`config.mk`:
```
export PLATFORM = sky130hd
export DESIGN_NAME = serial_adder_ctrl_flat
export DESIGN_NICKNAME = d
export VERILOG_FILES = /design/src/rtl/serial_adder_if.sv /design/src/rtl/serial_adder_ctrl.sv /design/src/flat_wrapper.sv
export SDC_FILE = /design/constraint.sdc
export NUM_CORES = 1
export LEC_CHECK = 0
export ABC_AREA = 1
export BUFFER_PORTS_ARGS = -buffer_cell sky130_fd_sc_hd__buf_2
export CELL_PAD_IN_SITES_DETAIL_PLACEMENT = 0
export CELL_PAD_IN_SITES_GLOBAL_PLACEMENT = 1
export CORE_MARGIN = 10
export CORE_UTILIZATION = 35
export CTS_BUF_LIST = sky130_fd_sc_hd__clkbuf_8
export CTS_CLUSTER_SIZE = 10
export DETAILED_ROUTE_END_ITERATION = 8
export GPL_ROUTABILITY_DRIVEN = 0
export MAX_ROUTING_LAYER = met4
export PLACE_DENSITY_LB_ADDON = 0.1
export SETUP_SLACK_MARGIN = 0.02
export SYNTH_ARGS = -nofsm -noshare
export SYNTH_HDL_FRONTEND = slang
export SYNTH_SLANG_ARGS = --single-unit
```
`constraint.sdc`:
```
create_clock -name clk -period 1.79 [get_ports clk]
set_input_delay 0.179 -clock clk [delete_from_list [all_inputs] [get_ports clk]]
set_output_delay 0.179 -clock clk [all_outputs]
set_load 0.01 [all_outputs]
```
`src/rtl/serial_adder_if.sv`:
```
// Handshake/operand bus between a sequencer (master) and the bit-serial adder (slave).
// The ovf signal exists only when SERIAL_ADD_OVF_EN is defined.
interface serial_adder_if #(
    parameter int WIDTH = 8
);
    logic             start;
    logic [WIDTH-1:0] a;
    logic [WIDTH-1:0] b;
    logic             cin;
    logic             busy;
    logic             done;
    logic [WIDTH-1:0] sum;
    logic             cout;
`ifdef SERIAL_ADD_OVF_EN
    logic             ovf;
`endif

    modport master (
        output start, a, b, cin,
        input  busy, done, sum, cout
`ifdef SERIAL_ADD_OVF_EN
        , input ovf
`endif
    );

    modport slave (
        input  start, a, b, cin,
        output busy, done, sum, cout
`ifdef SERIAL_ADD_OVF_EN
        , output ovf
`endif
    );
endinterface

```
`src/rtl/serial_adder_ctrl.sv`:
```
// Bit-serial WIDTH-bit adder: one full-adder cell reused LSB-first over WIDTH cycles.
// Define SERIAL_ADD_OVF_EN to add the registered signed-overflow output (bus.ovf).
module serial_adder_ctrl #(
    parameter int WIDTH = 8
) (
    input  logic              clk,
    input  logic              rst_n,
    serial_adder_if.slave     bus
);
    localparam int CW = $clog2(WIDTH + 1);

    typedef enum logic [1:0] {
        IDLE,
        RUN,
        DONE
    } state_t;

    state_t           state;
    logic [WIDTH-1:0] a_sh;
    logic [WIDTH-1:0] b_sh;
    logic [WIDTH-2:0] res_sh;
    logic             carry;
    logic [CW-1:0]    cnt;

    logic             sum_bit;
    logic             carry_nx;
    logic             last_step;

    // NOTE: always_comb assigns every output on every path, so no latches are inferred.
    always_comb begin
        sum_bit   = a_sh[0] ^ b_sh[0] ^ carry;
        carry_nx  = (a_sh[0] & b_sh[0]) | (a_sh[0] & carry) | (b_sh[0] & carry);
        last_step = (cnt == CW'(WIDTH - 1));
    end

    // NOTE: sequential state uses non-blocking assignments so every register sees
    // the pre-edge values of the others.
    always_ff @(posedge clk) begin
        if (!rst_n) begin
            state    <= IDLE;
            bus.busy <= 1'b0;
            bus.done <= 1'b0;
            bus.sum  <= '0;
            bus.cout <= 1'b0;
`ifdef SERIAL_ADD_OVF_EN
            bus.ovf  <= 1'b0;
`endif
            a_sh     <= '0;
            b_sh     <= '0;
            res_sh   <= '0;
            carry    <= 1'b0;
            cnt      <= '0;
        end else begin
            case (state)
                IDLE: begin
                    bus.done <= 1'b0;
                    if (bus.start) begin
                        a_sh     <= bus.a;
                        b_sh     <= bus.b;
                        carry    <= bus.cin;
                        cnt      <= '0;
                        bus.busy <= 1'b1;
                        state    <= RUN;
                    end
                end
                RUN: begin
                    a_sh   <= a_sh >> 1;
                    b_sh   <= b_sh >> 1;
                    carry  <= carry_nx;
                    // Result bits enter at the top; after WIDTH-1 steps the
                    // register holds the low bits of the sum, LSB at index 0.
                    res_sh <= {sum_bit, res_sh} >> 1;
                    cnt    <= cnt + CW'(1);
                    if (last_step) begin
                        bus.sum  <= {sum_bit, res_sh};
                        bus.cout <= carry_nx;
`ifdef SERIAL_ADD_OVF_EN
                        // carry is the carry into the MSB at this step
                        bus.ovf  <= carry ^ carry_nx;
`endif
                        bus.done <= 1'b1;
                        bus.busy <= 1'b0;
                        state    <= DONE;
                    end
                end
                DONE: begin
                    bus.done <= 1'b0;
                    state    <= IDLE;
                end
                default: begin
                    bus.busy <= 1'b0;
                    bus.done <= 1'b0;
                    state    <= IDLE;
                end
            endcase
        end
    end
endmodule

```
`src/flat_wrapper.sv`:
```
// flat-port wrapper written by rule: the top's interface ports become plain ports
module serial_adder_ctrl_flat 
#(
    parameter int WIDTH = 8
)
  (clk, rst_n, bus_start, bus_a, bus_b, bus_cin, bus_busy, bus_done, bus_sum, bus_cout);
  serial_adder_if #(.WIDTH(WIDTH)) bus_i ();
  input  logic clk;
  input  logic rst_n;
  input wire logic [$bits(bus_i.start)-1:0] bus_start;
  input wire logic [$bits(bus_i.a)-1:0] bus_a;
  input wire logic [$bits(bus_i.b)-1:0] bus_b;
  input wire logic [$bits(bus_i.cin)-1:0] bus_cin;
  output wire logic [$bits(bus_i.busy)-1:0] bus_busy;
  output wire logic [$bits(bus_i.done)-1:0] bus_done;
  output wire logic [$bits(bus_i.sum)-1:0] bus_sum;
  output wire logic [$bits(bus_i.cout)-1:0] bus_cout;
  assign bus_i.start = bus_start;
  assign bus_i.a = bus_a;
  assign bus_i.b = bus_b;
  assign bus_i.cin = bus_cin;
  assign bus_busy = bus_i.busy;
  assign bus_done = bus_i.done;
  assign bus_sum = bus_i.sum;
  assign bus_cout = bus_i.cout;
  serial_adder_ctrl #(.WIDTH(WIDTH)) u_core (.clk(clk), .rst_n(rst_n), .bus(bus_i));
endmodule
```
# --- Word level (Yosys, flattened, before mapping) ---
# Index checks and enable logic that the tools add are counted.
# Widths: inputs -> output; s select.
op_classes:
  add_sub_neg: 1
  n_eq_ne: 5
  mux: 14
  n_bitwise: 8
  reduce_logical: 7
ops:
  columns: ["operator", "count"]
  rows:
  - ["$pmux 8 s2", 2]
  - ["$mux 8", 2]
  - ["$pmux 4 s2", 1]
  - ["$reduce_and 2->1", 4]
  - ["$add 4x1->4 const B", 1]
  - ["$eq 4x3->1 const B", 1]
  - ["$mux 2", 2]
  - ["$mux 4", 1]
  - ["$pmux 2 s2", 1]
  - ["$and 1x1->1", 3]
  - ["$mux 1", 3]
  - ["$pmux 1 s3", 1]
  - ["$reduce_and 3->1", 1]
  - ["$eq 2x1->1 const B", 1]
  - ["$eq 2x2->1 const B", 1]
  - ["$logic_not 2->1", 1]
  - ["$ne 2x1->1 const B", 1]
  - ["$ne 2x2->1 const B", 1]
  - ["$or 1x1->1", 2]
  - ["$pmux 1 s2", 1]
  - ["$reduce_bool 2->1", 1]
  - ["$xor 1x1->1", 2]
  - ["$not 1->1", 1]
word_totals:
  ff_bits: 41

# --- Longest topological paths before layout ---
depth:
  word_depth: 4
  ltp_mapped: 7

# --- Worst setup path before layout ---
# No wires, ideal clock.
synth_path:
  path_type: "reg2reg"
  start: "reg u_core.cnt[0]"
  end: "reg u_core.bus.sum[7]"
  arrival_ps: 1117
  required_time_ps: 1726
  path_slack_ps: 609
  path_stages_with_launch: 8
  period_less_slack_ps: 1181
  cell_sequence: "dfxtp_1 > ha_1 > nand2_1 > nor2_2 > nand2_2 > inv_2 > nor2_1 > nor2_1"
synth_via:
  elab_chain_len: 2
synth_lines:
  columns: ["item", "line", "rtl"]
  rows:
  - ["start, declared", "serial_adder_ctrl.sv:23", "logic [CW-1:0] cnt;"]
  - ["start signal, assigned", "serial_adder_ctrl.sv:73", "cnt <= cnt + CW'(1);"]
  - ["$eq 4x3->1", "serial_adder_ctrl.sv:33", "last_step = (cnt == CW'(WIDTH - 1));"]
  - ["$reduce_and 2->1 (no line)", null, null]
  - ["end signal, assigned", "serial_adder_ctrl.sv:75", "bus.sum <= {sum_bit, res_sh};"]
  - ["end, declared", "serial_adder_if.sv:28", "output busy, done, sum, cout"]
# No other way between the ends.
# A chain may end at the register's enable or synchronous reset.

# --- Final worst setup path ---
layout_path:
  start: "reg u_core.state[0]"
  end: "reg u_core.b_sh[3]"
layout_via:
  elab_chain_len: 3
  elab_cells_between_ends: 6
layout_lines:
  columns: ["item", "line", "rtl"]
  rows:
  - ["start, declared", "serial_adder_ctrl.sv:18", "state_t state;"]
  - ["start signal, assigned", "serial_adder_ctrl.sv:40", "state <= IDLE;"]
  - ["start signal, assigned", "serial_adder_ctrl.sv:63", "state <= RUN;"]
  - ["start signal, assigned", "serial_adder_ctrl.sv:83", "state <= DONE;"]
  - ["$eq 2x1->1 / $logic_not 2->1 (equally long branches)", "serial_adder_ctrl.sv:54", "case (state)"]
  - ["$reduce_bool 2->1 (no line) / $ne 2x2->1 (equally long branches)", null, null]
  - ["$reduce_and 2->1 (no line)", null, null]
  - ["end signal, assigned", "serial_adder_ctrl.sv:59", "b_sh <= bus.b;"]
  - ["end signal, assigned", "serial_adder_ctrl.sv:68", "b_sh <= b_sh >> 1;"]
  - ["end, declared", "serial_adder_ctrl.sv:20", "logic [WIDTH-1:0] b_sh;"]
# Parallel ways exist; a longest one is shown, timed or not.

==> impl_metrics.toml <==
[outcome]
status = "finished, final reports clean"

[synthesis]
syn_area_sq_mm = 0.00177
muxShareOfSynthArea = 0
synth.yosys.warnings = 0
synth-seq-area-share = 0.465
synth.distinct_cells = 19
synth-seq-cells = 41
synthSimpleGateAreaFrac = 0.366
synth-compound-area-share = 0.0595
synthAdderAreaFrac = 0.0184
syn-num-nets = 274
synthesis.instances = 252
avgSynthCellArea_sq_um = 7.01
synth_top_family_by_area = "simple AND/OR/NAND/NOR gates"
synthXorXnorAreaFrac = 0

[power_and_ir_drop]
vdd_drop_max_mv = 0.402
p_leak_nw = 1.01
combPwrFrac = 0.119
switching_share = 0.263
p_seq_frac = 0.556
intPower_mw = 1.30
powerDensity_mw_per_mm2 = 855
clkPwrFrac = 0.325
p_sw_mw = 0.464

[worst_setup_path]
r2r_end = "u_core.b_sh[3]$_SDFFE_PN0P_"
crit_path_end_kind = "register"
reg2regPathDepth = 7
r2r-start = "u_core.state[0]$_SDFFE_PN0P_"
critPathArrivalTime_ps = 1620
path_max_fanout = 13
crit_type = "register to register"
start_kind = "register"
critPathRequiredTime_ps = 2010
reg2reg_setup_slack_ps = 400

[sta]
setup_tns_ps = 0
fin_skew_ps = 7.42
max_freq_ghz = 0.717
slew_viol_final = 0
layout_worst_path_cycle_share = 0.779
grt_setup_unrepaired = "false"
slew_headroom = 0.696
post-route-min-period_ps = 1390
worstMarginPinSlew_ps = 456
hold_viol_final = 0
setup_viol = 0
hold_ws_ps = 149
setup_ws_ps = 395

[cts]
cts_max_level = 2
cts_tree = "done"
clkTransAtPathRegs_ps = 70
cts-root-buf = "clkbuf_8"
cts_sinks = 41
numCtsBuffers = 5
cts-resized-gates = 0
cts_setup_buffers = 0
ctsLongestPathBuffers = 2
clk_latency_ps = 290
cts_hold_buffers = 0

[place]
dp_worst_setup_slack_ps = 383
place_hpwl_mm = 2.86
io_buffers = 30
placed_area_sq_mm = 0.00198

[global_routing]
grt_antenna_before_repair = 0
grt_use_total = 0.106
grt_max_degree = 26
grt_pass1_vias = 1609
grt_pass1_wl_mm = 7.14
gr-total-overflow = 0

[layout]
drive_gt1_frac = 0.180
fin_nets = 304
postLayoutCoreUtil = 0.429
final_common_cell = "nand2_1"
synthToLayoutAreaGrowth_pct = 16.9
antenna_cells = 0
fill_cells = 566
finalInstanceArea_sq_mm = 0.00206
final_cell_mix = "nand2_1 (57), nand3_1 (48), dfxtp_1 (41)"

[die]
chipHeight_microns = 91.0
ios = 31
rows = 25
dieArea_sq_mm = 0.00829
core_area_sq_mm = 0.00482
start_util = 0.367
die_width_microns = 91.0

[drt]
ant_nets = 0
drt_iter0_markers = 41
drt-total-wl_mm = 4.05
drc = 0
via_per_inst = 4.48
vias = 1569
drt-pass1-iter-count = 4
routedWlPerCell_microns = 11.6

[hold_path]
min_from = "bus_a[7]"
hold-path-endpoint = "u_core.a_sh[7]$_SDFFE_PN0P_"
hold_path.class = "input port to register"
hold-path-cell-count = 3

[flow_run]
timing.max_cap.violations = 0
worst max-delay path, stage by stage (launching register included):
cell and delay (ps):
dfxtp_1 390, inv_2 60, nor2_2 360, buf_4 280
nand2_1 80, nand2_1 70, nor2_1 30, nor2_1 70
per-stage QoR:
step | instances | power, mW
floorplan | 252 | 1.15
CTS | 350 | 1.80
finish | 350 | 1.76
global route | 350 | 1.88
detailed placement | 342 | 1.22
global placement | 342 | 1.22
cells by family (layout without fill, tap and decap cells):
family          Yosys count  count (layout)
buf+inv                  39              70
compound gates           21              21
fa+ha+maj                 2               2
simple gates            149             149
flops                    41              41
worst max path at each step:
stage | start | slack (ps) | cells after the start | end
2_1_floorplan | u_core.cnt[0]$_SDFFE_PN0P_ | 610 | 7 | u_core.bus.sum[7]$_SDFFE_PN0P_
3_3_place_gp | u_core.state[0]$_SDFFE_PN0P_ | 380 | 7 | u_core.b_sh[3]$_SDFFE_PN0P_
3_5_place_dp | u_core.state[0]$_SDFFE_PN0P_ | 380 | 7 | u_core.b_sh[3]$_SDFFE_PN0P_
4_1_cts | u_core.state[0]$_SDFFE_PN0P_ | 360 | 7 | u_core.b_sh[3]$_SDFFE_PN0P_
5_1_grt | u_core.state[0]$_SDFFE_PN0P_ | 190 | 7 | u_core.b_sh[3]$_SDFFE_PN0P_
6_report | u_core.state[0]$_SDFFE_PN0P_ | 400 | 7 | u_core.b_sh[3]$_SDFFE_PN0P_
Yosys cell counts, drive strengths merged:
cell type	n	area, sq um
a21oi	10	50.1
buf	9	48.8
clkbuf	4	15.0
dfxtp	41	821
fa	1	20.0
ha	1	12.5
inv	26	97.6
nand2	59	226
nand3	48	240
nand3b	2	15.0
nor2	40	165
o21ai	11	55.1
flip-flops by register name (all words and copies together), names as in the netlist:
name / flops
u_core.carry: 1
u_core.bus.done: 1
u_core.a_sh: 8
u_core.bus.busy: 1
u_core.bus.cout: 1
u_core.b_sh: 8
u_core.state: 2
u_core.cnt: 4
u_core.bus.sum: 8
u_core.res_sh: 7
power groups by stage:
stage,Combinational [mW],Clock (mW),Sequential [mW]
2_1_floorplan,0.152,0,0.998
3_3_place_gp,0.214,0,1.00
3_5_place_dp,0.213,0,1.00
4_1_cts,0.214,0.604,0.982
5_1_grt,0.245,0.648,0.987
6_report,0.210,0.573,0.982
layer usage:
| layer | global-route usage | wire (microns) |
|---|---|---|
| met5 | - | 0 |
| met4 | 0.0392 | 46 |
| met3 | 0.0337 | 188 |
| met2 | 0.166 | 1780 |
| met1 | 0.124 | 2030 |
layout make-up:
| type | instances | area, sq um | share of cell area |
|---|---|---|---|
| flip-flops and latches | 41 | 821 | 0.398 |
| multi-input cells | 172 | 785 | 0.380 |
| repair buffers | 36 | 195 | 0.0945 |
| inverters | 26 | 97.6 | 0.0473 |
| well taps | 67 | 83.8 | 0.0406 |
| clock buffers | 5 | 68.8 | 0.0333 |
| clock inverters | 3 | 13.8 | 0.00667 |
Note: power is estimated with default switching activity, not from simulation.
